==> config.mk <==
export PLATFORM = sky130hd
export DESIGN_NAME = fpu_csr_unit
export DESIGN_NICKNAME = d
export VERILOG_FILES = /design/src/rtl/fpu_csr_unit.sv
export SDC_FILE = /design/constraint.sdc
export NUM_CORES = 1
export LEC_CHECK = 0
export CORE_AREA = 2 2 66 68
export DETAILED_ROUTE_END_ITERATION = 10
export DIE_AREA = 0 0 68 70
export GPL_TIMING_DRIVEN = 0
export PLACE_DENSITY = 0.73
export SYNTH_ARGS = -nofsm -noshare
export SYNTH_HDL_FRONTEND = slang
export SYNTH_SLANG_ARGS = --single-unit
export TNS_END_PERCENT = 20
==> constraint.sdc <==
create_clock -name clock -period 2.57 [get_ports clock]
set_input_delay 0.514 -clock clock [delete_from_list [all_inputs] [get_ports clock]]
set_output_delay 0.514 -clock clock [all_outputs]
set_load 0.03 [all_outputs]
==> src/rtl/fpu_csr_unit.sv <==
// FP control/status registers: frm and sticky fflags, dynamic rounding-mode
// resolution, writeback flag accumulation and CSRRW/CSRRS/CSRRC servicing.
module fpu_csr_unit #(
  parameter logic [11:0] ADDR_FFLAGS = 12'h001,
  parameter logic [11:0] ADDR_FRM    = 12'h002,
  parameter logic [11:0] ADDR_FCSR   = 12'h003
) (
  input  logic        clock,
  input  logic        reset,
  input  logic [2:0]  inst_rm,
  output logic [2:0]  rm_out,
  output logic        rm_illegal,
  input  logic        wb_valid,
  input  logic [4:0]  wb_flags,
  input  logic [1:0]  csr_op,
  input  logic [11:0] csr_addr,
  input  logic [31:0] csr_wdata,
  output logic        csr_hit,
  output logic [31:0] csr_rdata,
  output logic [2:0]  frm_out,
  output logic [4:0]  fflags_out
);

  localparam logic [1:0] OpNone  = 2'b00;
  localparam logic [1:0] OpWrite = 2'b01;
  localparam logic [1:0] OpSet   = 2'b10;
  localparam logic [1:0] OpClear = 2'b11;

  logic [2:0] frm_q, frm_d;
  logic [4:0] fflags_q, fflags_d;
  logic [4:0] acc;
  logic       sel_fflags, sel_frm, sel_fcsr;
  logic [7:0] old_val, new_val;

  assign rm_out     = (inst_rm == 3'b111) ? frm_q : inst_rm;
  assign rm_illegal = (rm_out == 3'b101) || (rm_out == 3'b110) || (rm_out == 3'b111);

  // Retiring FP op is older than a same-cycle CSR op, so its flags land first.
  assign acc = fflags_q | (wb_valid ? wb_flags : 5'b0);

  assign sel_fflags = (csr_op != OpNone) && (csr_addr == ADDR_FFLAGS);
  assign sel_frm    = (csr_op != OpNone) && (csr_addr == ADDR_FRM);
  assign sel_fcsr   = (csr_op != OpNone) && (csr_addr == ADDR_FCSR);
  assign csr_hit    = sel_fflags || sel_frm || sel_fcsr;

  always_comb begin
    old_val = 8'h00;
    if (sel_fflags) begin
      old_val = {3'b000, acc};
    end else if (sel_frm) begin
      old_val = {5'b00000, frm_q};
    end else if (sel_fcsr) begin
      old_val = {frm_q, acc};
    end
  end

  assign csr_rdata = {24'h000000, old_val};

  // Only the low 8 bits of the operand can reach implemented state.
  always_comb begin
    new_val = old_val;
    case (csr_op)
      OpWrite: new_val = csr_wdata[7:0];
      OpSet:   new_val = old_val | csr_wdata[7:0];
      OpClear: new_val = old_val & ~csr_wdata[7:0];
      default: new_val = old_val;
    endcase
  end

  always_comb begin
    frm_d    = frm_q;
    fflags_d = acc;
    if (sel_fflags) begin
      fflags_d = new_val[4:0];
    end else if (sel_frm) begin
      frm_d = new_val[2:0];
    end else if (sel_fcsr) begin
      frm_d    = new_val[7:5];
      fflags_d = new_val[4:0];
    end
  end

  always_ff @(posedge clock or posedge reset) begin
    if (reset) begin
      frm_q    <= 3'b000;
      fflags_q <= 5'b00000;
    end else begin
      frm_q    <= frm_d;
      fflags_q <= fflags_d;
    end
  end

  assign frm_out    = frm_q;
  assign fflags_out = fflags_q;

endmodule
## After elaboration in Yosys (flattened, before gate mapping)

Index checks and enable logic that the tools add are counted.

| cells by class | value |
|---|---|
| equality and inequality tests | 10 |
| mux-type cells | 11 |
| bitwise gates (word level) | 5 |
| reduce and logical (&&, ||, !) cells | 10 |

Operators with widths:

| operator | number |
|---|---|
| $eq A12 B2 Y1 const B | 2 |
| $mux W8 | 3 |
| $pmux W8 S3 | 1 |
| $mux W5 | 4 |
| $eq A12 B1 Y1 const B | 1 |
| $eq A3 B3 Y1 const B | 4 |
| $mux W3 | 3 |
| $and A8 B8 Y8 | 1 |
| $not A8 Y8 | 1 |
| $or A8 B8 Y8 | 1 |
| $or A5 B5 Y5 | 1 |
| $eq A2 B2 Y1 const B | 2 |
| $logic_or A1 B1 Y1 | 4 |
| $reduce_bool A2 Y1 | 2 |
| $logic_and A1 B1 Y1 | 3 |
| $eq A2 B1 Y1 const B | 1 |
| $reduce_and A2 Y1 | 1 |
| $not A1 Y1 | 1 |

| storage, ports and cells | value |
|---|---|
| flip-flop bits (word level) | 8 |
| input bits | 57 |
| output and inout port bits | 45 |
| logic and storage cells | 38 |

## Logic depth before layout (Yosys ltp)

| logic depth | value |
|---|---|
| depth after elaboration | 10 |
| gate-level depth with buffers | 5 |
| gate-level depth less buffers | 4 |

## Worst setup path before layout

Ideal clock, no wire load.

| timing path | value |
|---|---|
| path kind | input to output |
| start | input port csr_addr[6] |
| end | output port csr_rdata[0] |
| arrival | 2.604 ns |
| data required time | 2.056 ns |
| slack | -0.548 ns |
| stages on the path | 5 |
| buffers on the path | 1 |
| cells stage by stage | or4_4 or2_1 buf_6 or3_4 a311oi_1 |

| on the way | value |
|---|---|
| word-level cells in the longest chain between the ends | 5 |
| elaborated cells on any way between the ends | 9 |
| those cells by class | 3 x eq/ne; 3 x mux; 3 x reduce/logical |

Ends and longest elaborated chain:

| what | line | source |
|---|---|---|
| start: declaration | 16 | `input logic [11:0] csr_addr,` |
| $eq A12 B2 Y1 | 43 | `assign sel_fcsr = (csr_op != OpNone) && (csr_addr == ADDR_FCSR);` |
| $logic_and A1 B1 Y1 | 43 |  |
| $mux W8 | 52 | `end else if (sel_fcsr) begin` |
| $mux W8 | 50 | `end else if (sel_frm) begin` |
| $mux W8 (*) | 48 | `if (sel_fflags) begin` |
| end: declaration | 19 | `output logic [31:0] csr_rdata,` |

Every way passes the cells marked *; elsewhere a longest branch is shown, timed or not.

## Worst setup path after layout

| timing path | value |
|---|---|
| start | input port csr_addr[2] |
| end | output port csr_hit |

| on the way | value |
|---|---|
| word-level cells in the longest chain between the ends | 4 |
| elaborated cells on any way between the ends | 8 |
| those cells by class | 3 x eq/ne; 5 x reduce/logical |

Ends and longest elaborated chain:

| what | line | source |
|---|---|---|
| $eq A12 B1 Y1 / $eq A12 B2 Y1 (equally long branches) | 41, 42 |  |
| $logic_and A1 B1 Y1, on equally long branches | 41, 42 |  |
| $logic_or A1 B1 Y1 | 44 | `assign csr_hit = sel_fflags \|\| sel_frm \|\| sel_fcsr;` |
| $logic_or A1 B1 Y1 (*) | 44 |  |
| end: declaration | 18 | `output logic csr_hit,` |

Marks and branches as above.

==> results_dict.tcl <==
set metrics [dict create \
    chipWidth_um 68 \
    top_cell_type_by_total_area_after_synthesis "sky130_fd_sc_hd__dfrtp_1" \
    worst_setup_path_end_kind "output pin" \
    synth.yosys.warnings 0 \
    detailedRoute.firstIterationViolations 40 \
    synth_seq_area_share 0.200 \
    arrival_ps 2260 \
    n_antenna_cell 0 \
    cts.clk_slew.worst_paths_ps 50 \
    clk_latency_ps 230 \
    post-synth-top-area-fraction 0.200 \
    nFillCells 437 \
    slew_headroom 0.519 \
    antenna_violations_before_repair 0 \
    grt_pass1_wl_um 4990 \
    num_vias 1160 \
    detail-route-antenna-nets 0 \
    power.leakage_uw 0.000792 \
    main_combinational_cell_family_by_area_after_synthesis "simple AND/OR/NAND/NOR gates" \
    drt_first_pass_iters 4 \
    synth-simple-area-share 0.260 \
    die_height_um 70 \
    report.final.setup_viol 9 \
    drcViolationCount 0 \
    cts_sinks 8 \
    power_density_nw_per_um2 277 \
    detail_route.wl_per_cell_um 12.0 \
    grt_max_degree 11 \
    timing.clock.skew_ps 4.42 \
    floorplan.initialDensity 0.242 \
    crit_path_max_fanout 4 \
    number_of_library_cell_types_mapped_by_synthesis 37 \
    mostFrequentLayoutCell "sky130_fd_sc_hd__buf_4" \
    mostFrequentLayoutCells "32 x sky130_fd_sc_hd__buf_4, 31 x sky130_fd_sc_hd__clkdlybuf4s50_1, 24 x sky130_fd_sc_hd__conb_1" \
    layoutNonFillerInstCount 261 \
    cts-root-to-sink-buffers 2 \
    post-route-min-period_ps 2770 \
    place_hpwl_um 2500 \
    cts-buffers-inserted 3 \
    design.final.nets 268 \
    die-area_um2 4760 \
    routed_via_density 4.44 \
    tritoncts "yes" \
    cells_after_dpl 252 \
    grt-ovfl-total 0 \
    syn-mean-instance-area_um2 7.89 \
    multi_input_gate_area_um2 726 \
    max_cap_violations 0 \
    cts.htree.levels 1 \
    worstSetupPathType "input port to output pin" \
    floorplan.rows 24 \
    final-max-slew-violation-count 0 \
    area_delta_synth_final_pct 78.4 \
    ys_seq_elements 8 \
    min_path_type "input port to async pin" \
    clock_tree.root_cell "sky130_fd_sc_hd__clkbuf_8" \
    grt_pass1_vias 1061 \
    synth_fa_ha_area_frac 0 \
    synthesis.area_um2 1000 \
    rsz_0062_raised_after_global_routing "yes" \
    data_required_critical_path_ps 2060 \
    timing.fmax_ghz 0.361 \
    ys_top_cells_by_area "sky130_fd_sc_hd__dfrtp_1 20%, sky130_fd_sc_hd__buf_4 18%, sky130_fd_sc_hd__nand2_1 4.1%, sky130_fd_sc_hd__a21oi_1 4.0%, sky130_fd_sc_hd__a311oi_1 3.5%" \
    final-hold-violation-count 0 \
    worst_slew_pin_slew_ps 715 \
    total_power_uw 496 \
    setup_slack_of_the_critical_path_after_layout_ps -199 \
    violations "negative setup slack" \
    io-pin-count 102 \
    synthMuxAreaShare 0.0637 \
    post_route_cells_drive_above_1_share 0.311 \
    synth_compound_gate_area_share 0.236 \
    cp-start-kind "input port" \
    grtUsageTotal 0.135 \
    routabilityCongestion 0.790 \
    post-route-period-util 1.08 \
    syn-instance-count 127 \
    post_synth_xor_xnor_area 0.00874 \
    irDropWorstVdd_mv 0.172 \
    buffer_ports.inserted 50 \
    outcome "finished, violations left" \
    final-seq-area_um2 200 \
    wl_um 3120 \
    core_region_area_um2 4140 \
]
-- per-stage QoR --
step                cell area (um2)  TNS, ps  utilization  hold slack (ps)  setup slack (ps)
floorplan                      1140    -1410            -              330              -190
global placement               1710   -11250        0.412              554             -1260
detailed placement             1710   -11680        0.412              566             -1270
CTS                            1740     -627        0.421              552              -222
global route                   1790    -1680        0.431              579              -232
finish                         1790    -1300        0.431              540              -199
-- final timing paths --
check                              startpoint             to  slack, ps  cells past startpoint
worst max-delay path              csr_addr[2]        csr_hit       -200                      7
worst min-delay path                    reset  fflags_out[0]        540                      2
worst max register to register     frm_out[2]     frm_out[2]        970                      4
worst min register to register  fflags_out[0]  fflags_out[0]        570                      2
max in group asynchronous               reset  fflags_out[4]       1780                      2
min in group clock              fflags_out[0]  fflags_out[0]        570                      2
-- state kept, by name, indices dropped and copies added (netlist names) --
signal	cells
fflags_out	5
frm_out	3
-- power by group --
group	internal (uW)	switching (uW)	total [uW]
Combinational	91.7	117	209
Sequential	128	1.14	129
Clock	102	55.7	158
-- synth_stat cells --
cell,n
sky130_fd_sc_hd__buf_4,24
sky130_fd_sc_hd__nand2_1,11
sky130_fd_sc_hd__nor2_1,9
sky130_fd_sc_hd__a21oi_1,8
sky130_fd_sc_hd__dfrtp_1,8
sky130_fd_sc_hd__clkbuf_1,5
sky130_fd_sc_hd__inv_1,5
sky130_fd_sc_hd__a311oi_1,4
sky130_fd_sc_hd__nand2b_1,4
sky130_fd_sc_hd__nor4_1,4
sky130_fd_sc_hd__o21a_1,4
sky130_fd_sc_hd__and3_1,3
sky130_fd_sc_hd__mux2_2,3
sky130_fd_sc_hd__mux2i_1,3
sky130_fd_sc_hd__a221o_1,2
sky130_fd_sc_hd__a22oi_1,2
sky130_fd_sc_hd__a31o_1,2
sky130_fd_sc_hd__a31oi_1,2
sky130_fd_sc_hd__a32o_1,2
sky130_fd_sc_hd__nand3_1,2
sky130_fd_sc_hd__o221ai_1,2
sky130_fd_sc_hd__or4_1,2
sky130_fd_sc_hd__or4_4,2
sky130_fd_sc_hd__a211oi_1,1
sky130_fd_sc_hd__buf_6,1
sky130_fd_sc_hd__conb_1,1
sky130_fd_sc_hd__nor3_1,1
sky130_fd_sc_hd__nor3b_1,1
sky130_fd_sc_hd__nor4_4,1
sky130_fd_sc_hd__o211ai_1,1
sky130_fd_sc_hd__o21ai_0,1
sky130_fd_sc_hd__o41ai_1,1
sky130_fd_sc_hd__or2_1,1
sky130_fd_sc_hd__or2_2,1
sky130_fd_sc_hd__or3_4,1
sky130_fd_sc_hd__or4bb_1,1
sky130_fd_sc_hd__xor2_1,1
-- kinds of logic (layout without fill, tap and decap cells) --
kind of cell,count (synthesis),in the layout
AND/OR/NAND/NOR,44,44
buffers and inverters,35,94
AO/OA/AOI/OAI,32,32
flip-flops,8,8
multiplexers,6,6
other,1,24
XOR/XNOR,1,1
-- final cells by class --
| type | count | share of cell area |
|---|---|---|
| multi-input cells | 107 | 0.406 |
| plain buffers | 29 | 0.111 |
| clock buffers | 3 | 0.0231 |
| repair buffers | 57 | 0.301 |
| inverters | 5 | 0.0105 |
| flip-flops and latches | 8 | 0.112 |
| well taps | 52 | 0.0364 |
-- routing by layer --
layer / global-route usage / routed length, um / share of wire
met1: 0.176 / 1210 / 0.39
met2: 0.221 / 1540 / 0.49
met3: 0.0258 / 340 / 0.11
met4: 0.0422 / 29 / 0.0093
met5: 0 / 0 / 0
-- worst max-delay path, cell delays in order --
cell,delay [ps]
sky130_fd_sc_hd__buf_6,90
sky130_fd_sc_hd__or4_4,530
sky130_fd_sc_hd__or2_4,270
sky130_fd_sc_hd__or3_4,440
sky130_fd_sc_hd__buf_4,160
sky130_fd_sc_hd__nor2_4,110
sky130_fd_sc_hd__buf_6,140
-- what timing repair did --
item	CTS	global route
resized for setup	83	8
endpoints found under the setup margin	9	10
pin swaps	7	5
hold buffers	0	0
buffers inserted	4	3
(Power assumes the default switching activity.)
==> RTL change (config.mk and constraints unchanged) <==
Register the outputs `rm_illegal`, `csr_hit` and `csr_rdata`, cleared by the reset; this adds one clock of latency there. The other outputs are not delayed to match.
--- a/src/rtl/fpu_csr_unit.sv
+++ b/src/rtl/fpu_csr_unit.sv
@@ -35,3 +35,2 @@
   assign rm_out     = (inst_rm == 3'b111) ? frm_q : inst_rm;
-  assign rm_illegal = (rm_out == 3'b101) || (rm_out == 3'b110) || (rm_out == 3'b111);
 
@@ -43,3 +42,2 @@
   assign sel_fcsr   = (csr_op != OpNone) && (csr_addr == ADDR_FCSR);
-  assign csr_hit    = sel_fflags || sel_frm || sel_fcsr;
 
@@ -56,3 +54,13 @@
 
-  assign csr_rdata = {24'h000000, old_val};
+  always_ff @(posedge clock or posedge reset) begin
+    if (reset) begin
+      rm_illegal <= '0;
+      csr_hit    <= '0;
+      csr_rdata  <= '0;
+    end else begin
+      rm_illegal <= (rm_out == 3'b101) || (rm_out == 3'b110) || (rm_out == 3'b111);
+      csr_hit    <= sel_fflags || sel_frm || sel_fcsr;
+      csr_rdata  <= {24'h000000, old_val};
+    end
+  end
 
Check against the original RTL: not equivalent (a bounded check fails within 4 cycles, from zero or initial values and one cycle with reset high).
==> RTL change against the unedited design <==
Sequential cell count up 10; hold slack lost 50 ps; total power up 43%; setup slack improved by 390 ps; routed wire length is 15% lower; area after synthesis is 17% higher; core utilization is 2.4 points higher; final area up 5.5%; largest power group is now sequential cells.
==> RTL change: results (changes against the unedited design) <==
[outcome]
outcome=finished clean

[logic_synthesis]
synth_area_leaders=dfrtp_1, buf_4, a31oi_1, a21o_1, nor4_4
muxShareOfSynthArea=0  ; -0.0637
synth_compound_area_frac=0.211  ; -0.0253
synth_xor_area_frac=0.0299  ; +0.0212
ys_seq_area_frac=0.385  ; +0.185
synthTopCellsByCount=buf_4, dfrtp_1, a31oi_1, nor2_1
synth.distinct_cells=30  ; -19%

[cts]
cts_resized=0  ; -100%
post_cts_buffers=0  ; -4
clk_latency_ps=250  ; +20 ps

[power]
leakage_nw=0.866  ; +9.3%

[placed_design]
dpl-instance-area_um2=1830  ; +7.2%
dp_hpwl_um=2260  ; -9.5%
place.gp.congestion=0.816  ; +3.3%
numPortBuffers=51  ; +2.0%

[route]
routed_wl_um=2660  ; -15%
dr_wl_met2_um=1350  ; -12%
wl_met3_um=288  ; -15%
vias=1053  ; -9.2%
m1WireLength_um=959  ; -21%
drt-initial-drc-count=56  ; +40%

[worst_setup_path]
reg2reg_depth=2  ; -2
max_stage_delay_ps=600  ; +70 ps
cp_top_family=buffers and inverters
r2r-end=rm_illegal
crit_arrival_ps=1870  ; -390 ps
cp_max_fo=3  ; -1
r2r_start=frm_out[1]
r2r_setup_slack_ps=1610  ; +640 ps
crit_slowest_cell=clkdlybuf4s50_1

[grt]
grt_use_total=0.112  ; -0.0236
use_met1=0.128  ; -0.0483
grt_pass1_wl_um=4070  ; -18%
use_met2=0.189  ; -0.0324
grt_max_degree=19  ; +8
first_global_vias=950  ; -10%

[timing]
finalSetupTns_ps=0  ; +1300 ps
slew-limit-headroom=0.565  ; +0.0461
clock_skew_ps=0.402  ; -4.02 ps

[final_layout]
largest_register_ffs=8  ; +3

[worst_hold_path]
hp-class=in -> reg

[RTL change: worst reg2reg max path: stages, from the launching register on]
cell	delay (ps)
dfrtp_1	440
o21a_1	230
o21a_1	190
[RTL change: layout make-up]
| class | instances | area [um2] |
|---|---|---|
| Fill cell | 403 | 2260 |
| Sequential cell | 18 | 450 |
| Buffer | 28 | 218 |
| Clock buffer | 4 | 55.1 |
| Timing Repair Buffer | 51 | 510 |
| Multi-Input combinational cell | 95 | 573 |
| Inverter | 4 | 15.0 |
| Tap cell | 52 | 65.1 |
[RTL change: worst max path at each step]
stage | start | end | cells after the start | slack [ps]
after floorplan | csr_op[0] | fflags_out[3] | 6 | 910
after global placement | inst_rm[0] | rm_out[2] | 4 | 220
after detailed placement | inst_rm[2] | rm_out[1] | 4 | 190
after CTS | inst_rm[2] | rm_out[1] | 4 | 190
after global routing | inst_rm[1] | rm_out[2] | 4 | 160
final | inst_rm[2] | rm_out[1] | 4 | 190
[RTL change: through the flow]
step / total power [W] / hold WS [ps] / std cells / setup slack [ps]
after CTS: 0.000712 / 487 / 252 / 188
after floorplan: 0.000416 / 453 / 145 / 915
after detailed placement: 0.000489 / 511 / 248 / 187
final: 0.000707 / 490 / 252 / 186
after global placement: 0.000487 / 504 / 248 / 222
after global routing: 0.000742 / 494 / 252 / 159
[RTL change: power groups by stage]
stage / combinational [W] / clock (W) / sequential (W)
4_1_cts: 0.000199 / 0.000228 / 0.000286
3_5_place_dp: 0.000198 / 0 / 0.000291
3_3_place_gp: 0.000196 / 0 / 0.000291
2_1_floorplan: 0.000122 / 0 / 0.000294
5_1_grt: 0.000213 / 0.000243 / 0.000286
6_report: 0.000199 / 0.000222 / 0.000286
